`config.mk`:
```
export PLATFORM = sky130hd
export DESIGN_NAME = complex_arb_flat
export DESIGN_NICKNAME = d
export VERILOG_FILES = /design/src/rtl/complex_pkg.sv /design/src/rtl/complex_arb_if.sv /design/src/rtl/complex.sv /design/src/rtl/complex_rr_arb.sv /design/src/rtl/complex_arb.sv /design/src/flat_wrapper.sv
export SDC_FILE = /design/constraint.sdc
export NUM_CORES = 1
export LEC_CHECK = 0
export ABC_AREA = 0
export CORE_AREA = 5 5 93 117
export DETAILED_ROUTE_END_ITERATION = 6
export DIE_AREA = 0 0 98 122
export PLACE_DENSITY = 0.87
export SETUP_SLACK_MARGIN = 0.4
export SYNTH_ARGS = -nofsm -noshare
export SYNTH_HDL_FRONTEND = slang
export SYNTH_SLANG_ARGS = --single-unit
```
`constraint.sdc`:
```
create_clock -name clk_i -period 12.2 [get_ports clk_i]
set_input_delay 1.83 -clock clk_i [delete_from_list [all_inputs] [get_ports clk_i]]
set_output_delay 1.83 -clock clk_i [all_outputs]
set_load 0.01 [all_outputs]
```
`src/rtl/complex_pkg.sv`:
```
// Shared types for the complex datapath and its round-robin front end.
package complex_pkg;

  localparam int CPLX_W = 32;

  typedef enum logic {
    OP_ADD  = 1'b0,
    OP_CONJ = 1'b1
  } cplx_op_e;

  typedef struct packed {
    logic [15:0] re;
    logic [15:0] im;
  } cplx_t;

  typedef enum logic {
    BUF_EMPTY = 1'b0,
    BUF_FULL  = 1'b1
  } buf_state_e;

endpackage

```
`src/rtl/complex_arb_if.sv`:
```
// Request/result bundle between the issue ports and complex_arb.
interface complex_arb_if
  import complex_pkg::*;
#(
  parameter  int NUM_REQ  = 2,
  parameter  int ID_WIDTH = 4,
  localparam int IDX_W    = $clog2(NUM_REQ)
);

  logic [NUM_REQ-1:0]               req_valid_i;
  logic [NUM_REQ-1:0]               req_ready_o;
  logic [NUM_REQ-1:0]               req_op_i;
  logic [NUM_REQ-1:0][CPLX_W-1:0]   req_a_i;
  logic [NUM_REQ-1:0][CPLX_W-1:0]   req_b_i;
  logic [NUM_REQ-1:0][ID_WIDTH-1:0] req_id_i;

  logic                res_valid_o;
  logic                res_ready_i;
  logic [CPLX_W-1:0]   res_data_o;
  logic [ID_WIDTH-1:0] res_id_o;
  logic [IDX_W-1:0]    res_src_o;

  modport master (
    output req_valid_i, req_op_i, req_a_i, req_b_i, req_id_i, res_ready_i,
    input  req_ready_o, res_valid_o, res_data_o, res_id_o, res_src_o
  );

  modport slave (
    input  req_valid_i, req_op_i, req_a_i, req_b_i, req_id_i, res_ready_i,
    output req_ready_o, res_valid_o, res_data_o, res_id_o, res_src_o
  );

endinterface

```
`src/rtl/complex.sv`:
```
// Combinational complex add / conjugate, each 16-bit half wrapping modulo 2^16.
module complex
  import complex_pkg::*;
(
  input  cplx_op_e op_i,
  input  cplx_t    a_i,
  input  cplx_t    b_i,
  output cplx_t    y_o
);

  // Negating 0x8000 wraps back to 0x8000, which is the intended behaviour.
  always_comb begin
    y_o = '0;
    case (op_i)
      OP_ADD: begin
        y_o.re = a_i.re + b_i.re;
        y_o.im = a_i.im + b_i.im;
      end
      OP_CONJ: begin
        y_o.re = a_i.re;
        y_o.im = 16'd0 - a_i.im;
      end
      default: y_o = '0;
    endcase
  end

endmodule

```
`src/rtl/complex_rr_arb.sv`:
```
// Round-robin picker: scans upward from rr_q and advances past each accepted winner.
module complex_rr_arb #(
  parameter  int NUM_REQ = 2,
  localparam int IDX_W   = $clog2(NUM_REQ)
) (
  input  logic               clk_i,
  input  logic               rst_ni,
  input  logic [NUM_REQ-1:0] valid_i,
  input  logic               can_accept_i,
  output logic [NUM_REQ-1:0] grant_o,
  output logic [IDX_W-1:0]   winner_o
);

  logic [IDX_W-1:0] rr_q;
  logic [IDX_W:0]   sum;
  logic             found;

  // One spare bit on sum lets non-power-of-two NUM_REQ wrap cleanly.
  always_comb begin
    found    = 1'b0;
    winner_o = '0;
    sum      = '0;
    for (int i = 0; i < NUM_REQ; i++) begin
      sum = {1'b0, rr_q} + (IDX_W+1)'(i);
      if (sum >= (IDX_W+1)'(NUM_REQ)) sum = sum - (IDX_W+1)'(NUM_REQ);
      if (!found && valid_i[sum[IDX_W-1:0]]) begin
        found    = 1'b1;
        winner_o = sum[IDX_W-1:0];
      end
    end
  end

  always_comb begin
    grant_o = '0;
    if (found && can_accept_i) grant_o[winner_o] = 1'b1;
  end

  always_ff @(posedge clk_i or negedge rst_ni) begin
    if (!rst_ni) begin
      rr_q <= '0;
    end else if (found && can_accept_i) begin
      rr_q <= (winner_o == IDX_W'(NUM_REQ-1)) ? '0 : winner_o + IDX_W'(1);
    end
  end

endmodule

```
`src/rtl/complex_arb.sv`:
```
// Shares one complex datapath between NUM_REQ requesters through a one-entry result buffer.
// Defining COMPLEX_ARB_PERF_EN adds per-requester accept counters and a stall counter.
module complex_arb
  import complex_pkg::*;
#(
  parameter  int NUM_REQ  = 2,
  parameter  int ID_WIDTH = 4,
  localparam int IDX_W    = $clog2(NUM_REQ)
) (
  input  logic                      clk_i,
  input  logic                      rst_ni,
  complex_arb_if.slave              bus
`ifdef COMPLEX_ARB_PERF_EN
  ,
  output logic [NUM_REQ-1:0][31:0]  perf_accept_o,
  output logic [31:0]               perf_stall_o
`endif
);

  buf_state_e          state_q;
  logic                can_accept;
  logic                accept;
  logic [NUM_REQ-1:0]  grant;
  logic [IDX_W-1:0]    winner;
  cplx_op_e            dp_op;
  cplx_t               dp_a;
  cplx_t               dp_b;
  cplx_t               dp_y;
  logic [CPLX_W-1:0]   res_data_q;
  logic [ID_WIDTH-1:0] res_id_q;
  logic [IDX_W-1:0]    res_src_q;

  // Gating with rst_ni keeps every ready low while reset is held.
  assign can_accept = rst_ni && ((state_q == BUF_EMPTY) || bus.res_ready_i);

  complex_rr_arb #(.NUM_REQ(NUM_REQ)) u_arb (
    .clk_i        (clk_i),
    .rst_ni       (rst_ni),
    .valid_i      (bus.req_valid_i),
    .can_accept_i (can_accept),
    .grant_o      (grant),
    .winner_o     (winner)
  );

  assign accept          = |grant;
  assign bus.req_ready_o = grant;

  assign dp_op = cplx_op_e'(bus.req_op_i[winner]);
  assign dp_a  = cplx_t'(bus.req_a_i[winner]);
  assign dp_b  = cplx_t'(bus.req_b_i[winner]);

  complex u_dp (
    .op_i (dp_op),
    .a_i  (dp_a),
    .b_i  (dp_b),
    .y_o  (dp_y)
  );

  // A drain and a new accept in the same cycle simply overwrite the buffer.
  always_ff @(posedge clk_i or negedge rst_ni) begin
    if (!rst_ni) begin
      state_q    <= BUF_EMPTY;
      res_data_q <= '0;
      res_id_q   <= '0;
      res_src_q  <= '0;
    end else begin
      case (state_q)
        BUF_EMPTY: if (accept) state_q <= BUF_FULL;
        BUF_FULL:  if (!accept && bus.res_ready_i) state_q <= BUF_EMPTY;
        default:   state_q <= BUF_EMPTY;
      endcase
      if (accept) begin
        res_data_q <= dp_y;
        res_id_q   <= bus.req_id_i[winner];
        res_src_q  <= winner;
      end
    end
  end

  assign bus.res_valid_o = (state_q == BUF_FULL);
  assign bus.res_data_o  = res_data_q;
  assign bus.res_id_o    = res_id_q;
  assign bus.res_src_o   = res_src_q;

`ifdef COMPLEX_ARB_PERF_EN
  logic any_valid;

  assign any_valid = |bus.req_valid_i;

  always_ff @(posedge clk_i or negedge rst_ni) begin
    if (!rst_ni) begin
      perf_accept_o <= '0;
      perf_stall_o  <= '0;
    end else begin
      for (int i = 0; i < NUM_REQ; i++) begin
        if (grant[i]) perf_accept_o[i] <= perf_accept_o[i] + 32'd1;
      end
      if (any_valid && !can_accept) perf_stall_o <= perf_stall_o + 32'd1;
    end
  end
`endif

endmodule

```
`src/flat_wrapper.sv`:
```
// flat-port wrapper written by rule: the top's interface ports become plain ports
module complex_arb_flat import complex_pkg::*;
#(
  parameter  int NUM_REQ  = 2,
  parameter  int ID_WIDTH = 4,
  localparam int IDX_W    = $clog2(NUM_REQ)
)
  (clk_i, rst_ni, bus_req_valid_i, bus_req_op_i, bus_req_a_i, bus_req_b_i, bus_req_id_i, bus_res_ready_i, bus_req_ready_o, bus_res_valid_o, bus_res_data_o, bus_res_id_o, bus_res_src_o);
  complex_arb_if #(.NUM_REQ(NUM_REQ), .ID_WIDTH(ID_WIDTH)) bus_i ();
  input  logic clk_i;
  input  logic rst_ni;
  input wire logic [$bits(bus_i.req_valid_i)-1:0] bus_req_valid_i;
  input wire logic [$bits(bus_i.req_op_i)-1:0] bus_req_op_i;
  input wire logic [$bits(bus_i.req_a_i)-1:0] bus_req_a_i;
  input wire logic [$bits(bus_i.req_b_i)-1:0] bus_req_b_i;
  input wire logic [$bits(bus_i.req_id_i)-1:0] bus_req_id_i;
  input wire logic [$bits(bus_i.res_ready_i)-1:0] bus_res_ready_i;
  output wire logic [$bits(bus_i.req_ready_o)-1:0] bus_req_ready_o;
  output wire logic [$bits(bus_i.res_valid_o)-1:0] bus_res_valid_o;
  output wire logic [$bits(bus_i.res_data_o)-1:0] bus_res_data_o;
  output wire logic [$bits(bus_i.res_id_o)-1:0] bus_res_id_o;
  output wire logic [$bits(bus_i.res_src_o)-1:0] bus_res_src_o;
  assign bus_i.req_valid_i = bus_req_valid_i;
  assign bus_i.req_op_i = bus_req_op_i;
  assign bus_i.req_a_i = bus_req_a_i;
  assign bus_i.req_b_i = bus_req_b_i;
  assign bus_i.req_id_i = bus_req_id_i;
  assign bus_i.res_ready_i = bus_res_ready_i;
  assign bus_req_ready_o = bus_i.req_ready_o;
  assign bus_res_valid_o = bus_i.res_valid_o;
  assign bus_res_data_o = bus_i.res_data_o;
  assign bus_res_id_o = bus_i.res_id_o;
  assign bus_res_src_o = bus_i.res_src_o;
  complex_arb #(.NUM_REQ(NUM_REQ), .ID_WIDTH(ID_WIDTH)) u_core (.clk_i(clk_i), .rst_ni(rst_ni), .bus(bus_i));
endmodule
```
==> results.yml <==
finish:
  n_fill_cell: 812
  drive_above_1_share_pct: 4.20
  antenna_cells: 0
  multi_input_area_um2: 3460
  register_area_um2: 976
  area_growth_pct: 43.8
  fin_nets: 980
  fin_util_pct: 67.6
synthesis:
  syn_nets: 821
  synthSimpleGateAreaFrac_pct: 28.9
  synthXorXnorAreaFrac_pct: 11.8
  syn_avg_cell_area_um2: 7.09
  async_flop_share_pct: 100
  synth_edf_count: 0
  ys_seq_elements: 39
  ys_warn_count: 0
  yosys-top-cells-area: "dfrtp_1, nand2_1, ha_1, xor2_1, xnor2_1"
  synth_top_family_by_area: "simple AND/OR/NAND/NOR gates"
  yosysUniqueCellTypes: 65
  seq_area_frac_synth_pct: 21.2
  synthCells: 650
  synth_fa_ha_area_share_pct: 8.85
  synthMuxAreaShare_pct: 5.35
  syn-cell-area_um2: 4610
  yosysTopAreaCellShare_pct: 21.2
  synthFlopType: "dfrtp_1"
  synth_top_area_cell: "dfrtp_1"
  synth_compound_area_share_pct: 20.0
grt:
  grt_max_degree: 74
  grt_use_total_pct: 23.7
  grt-ovfl-total: 0
  antenna_found_initial: 0
  grt_pass1_wl_um: 23600
  first_global_vias: 5035
critical_path:
  required_ns: 10.37
  setup.worst_path.start_class: "input pin"
  cp_max_fo: 50
  crit_path_end_kind: "output port"
  rr_startpoint: "u_core.u_arb.rr_q$_DFFE_PN0P_"
  crit_type: "input pin to output port"
  crit_arrival_ns: 4.60
  cp-startpoint: "bus_req_valid_i[1]"
clock_tree:
  cts.path.max_buffers: 2
  cts_buffers: 5
  clock_tree.root_cell: "clkbuf_16"
  clock-sinks: 39
  cts_resized: 0
  cts_hold_buf: 0
  insertion_delay_ns: 0.27
  cts_htree_levels: 2
  post_cts_buffers: 0
  clk_pin_slew_ns: 0.06
  cts_tree: "built"
floorplan:
  rows: 41
  die_y_um: 122
  start_util_pct: 47.0
  coreArea_um2: 9800
  fp.dieW_um: 98
  dieArea_um2: 12000
  pin_count: 183
timing:
  finalCriticalPeriod_ns: 6.43
  relSlewSlack_pct: 25.9
  finalSetupViolations: 0
  finalMaxSlewViolations: 0
  skew_ns: 0.00354
  hold_ws_ns: 0.479
  fmax_mhz: 156
  rsz0062_at_grt: "false"
  tns_ns: 0
  hold_viol_final: 0
  worst_pin_slew_ns: 1.11
  finalCritPeriodShare_pct: 52.7
detailed_routing:
  antenna_left: 0
  drt_iter0_drc: 259
  routed_wl_um: 14600
  wl_per_cell_um: 15.5
  drtPass1Iterations: 5
  vias: 5100
  via_per_inst: 5.43
  drc: 0
place:
  port-buffer-count: 182
  hpwl_um: 11400
  place_congestion: 0.923
run:
  maxCapViolCount: 0
pwr:
  power.density_nw_per_um2: 110
  finalPower_mw: 0.728
  peakVddDrop_mv: 0.0483
  p_leak_nw: 2.96
min_path:
  hold_class: "flop to flop"
  hold_start: "u_core.bus.res_data_o[26]$_DFFE_PN0P_"
status:
  status: "finished, final reports clean"
==> metal layers <==
metal  vias up  track usage [%]  wire, um
met5         -                0         0
met3        30             3.67       851
met4         0             9.26       358
li1       2553                -         -
met2       184             43.9      7520
met1      2333             27.3      5840
==> cell usage after synthesis (all sizes together), types with 9 or more instances <==
master and instances:
nand3 16, a21oi 37, buf 14, nor2 50, xor2 32, a21o 13, inv 9, nand2 204
xnor2 30, o21ai 40, clkbuf 19, ha 27, dfrtp 39, mux2i 19, nor3 14
==> per-stage QoR <==
stage | setup WS [ns] | cell area [um^2] | std cells
after floorplan | 6.61 | 4610 | 650
after global placement | 5.75 | 6470 | 931
after detailed placement | 5.59 | 6470 | 931
after CTS | 5.78 | 6620 | 939
after global routing | 5.49 | 6620 | 939
final | 5.77 | 6620 | 939
==> sequential cells by signal (all words and copies together), names as in the netlist <==
signal and count:
u_core.u_arb.rr_q 1, u_core.bus.res_data_o 32, u_core.bus.res_valid_o 1, u_core.bus.res_id_o 4, u_core.bus.res_src_o 1
==> worst max-delay path, cell delays in order <==
cell,delay (ns)
clkdlybuf4s50_1,0.82
o21ai_0,0.26
nand2b_2,0.68
nor2_1,0.39
clkdlybuf4s50_1,0.60
==> area by class of cell <==
type                    instances  share of cell area (%)
multi-input cells             569                    52.2
flip-flops and latches         39                    14.7
clock buffers                   8                    2.36
repair buffers                185                    27.8
inverters                       9                   0.510
well taps                     129                    2.44
==> path summary, 6_finish.rpt <==
path / end / slack [ns] / cells past startpoint
hold / removal: u_core.bus.res_data_o[26]$_DFFE_PN0P_ / 0.48 / 1
setup reg to reg: u_core.bus.res_data_o[31]$_DFFE_PN0P_ / 7.66 / 15
hold reg to reg: u_core.bus.res_data_o[26]$_DFFE_PN0P_ / 0.48 / 1
max in group asynchronous: u_core.bus.res_data_o[25]$_DFFE_PN0P_ / 9.98 / 1
setup / recovery: bus_req_ready_o[1] / 5.77 / 5
min in group asynchronous: u_core.bus.res_src_o$_DFFE_PN0P_ / 1.66 / 1
==> logic make-up (layout without fill, tap and decap cells) <==
kind of cell / after synthesis / after routing
buffers and inverters: 42 / 202
DFF: 39 / 39
AOI/OAI and AO/OA: 138 / 138
xor gates and xnor gates: 62 / 62
adders and majority gates: 33 / 33
and+or+nand+nor: 312 / 312
muxes: 24 / 24
==> report_power, final <==
part	internal (mW)	total [mW]	switching (mW)
sequential	0.163	0.183	0.0191
clock	0.0869	0.134	0.0469
combinational	0.206	0.412	0.206
total	0.456	0.728	0.272
==> placed cells by master, fill, tap and decap left out, drive strengths merged, types with 2 or more instances in the layout <==
master,n
dfrtp,39
xor2,32
clkbuf,8
clkdlybuf4s50,181
a21oi,37
a31oi,8
a41o,2
inv,9
and2,2
nand2,204
nand2b,4
a32oi,3
o21ai,40
nor3,14
o221ai,3
xnor2,30
maj3,5
nand3,16
mux2i,19
a21o,13
a2111oi,3
or4,2
ha,27
nor2b,7
or3,2
nor2,50
mux2,5
o21a,6
buf,4
nor4,3
a211oi,8
o31ai,3
Power figures use the tool's default switching activity.
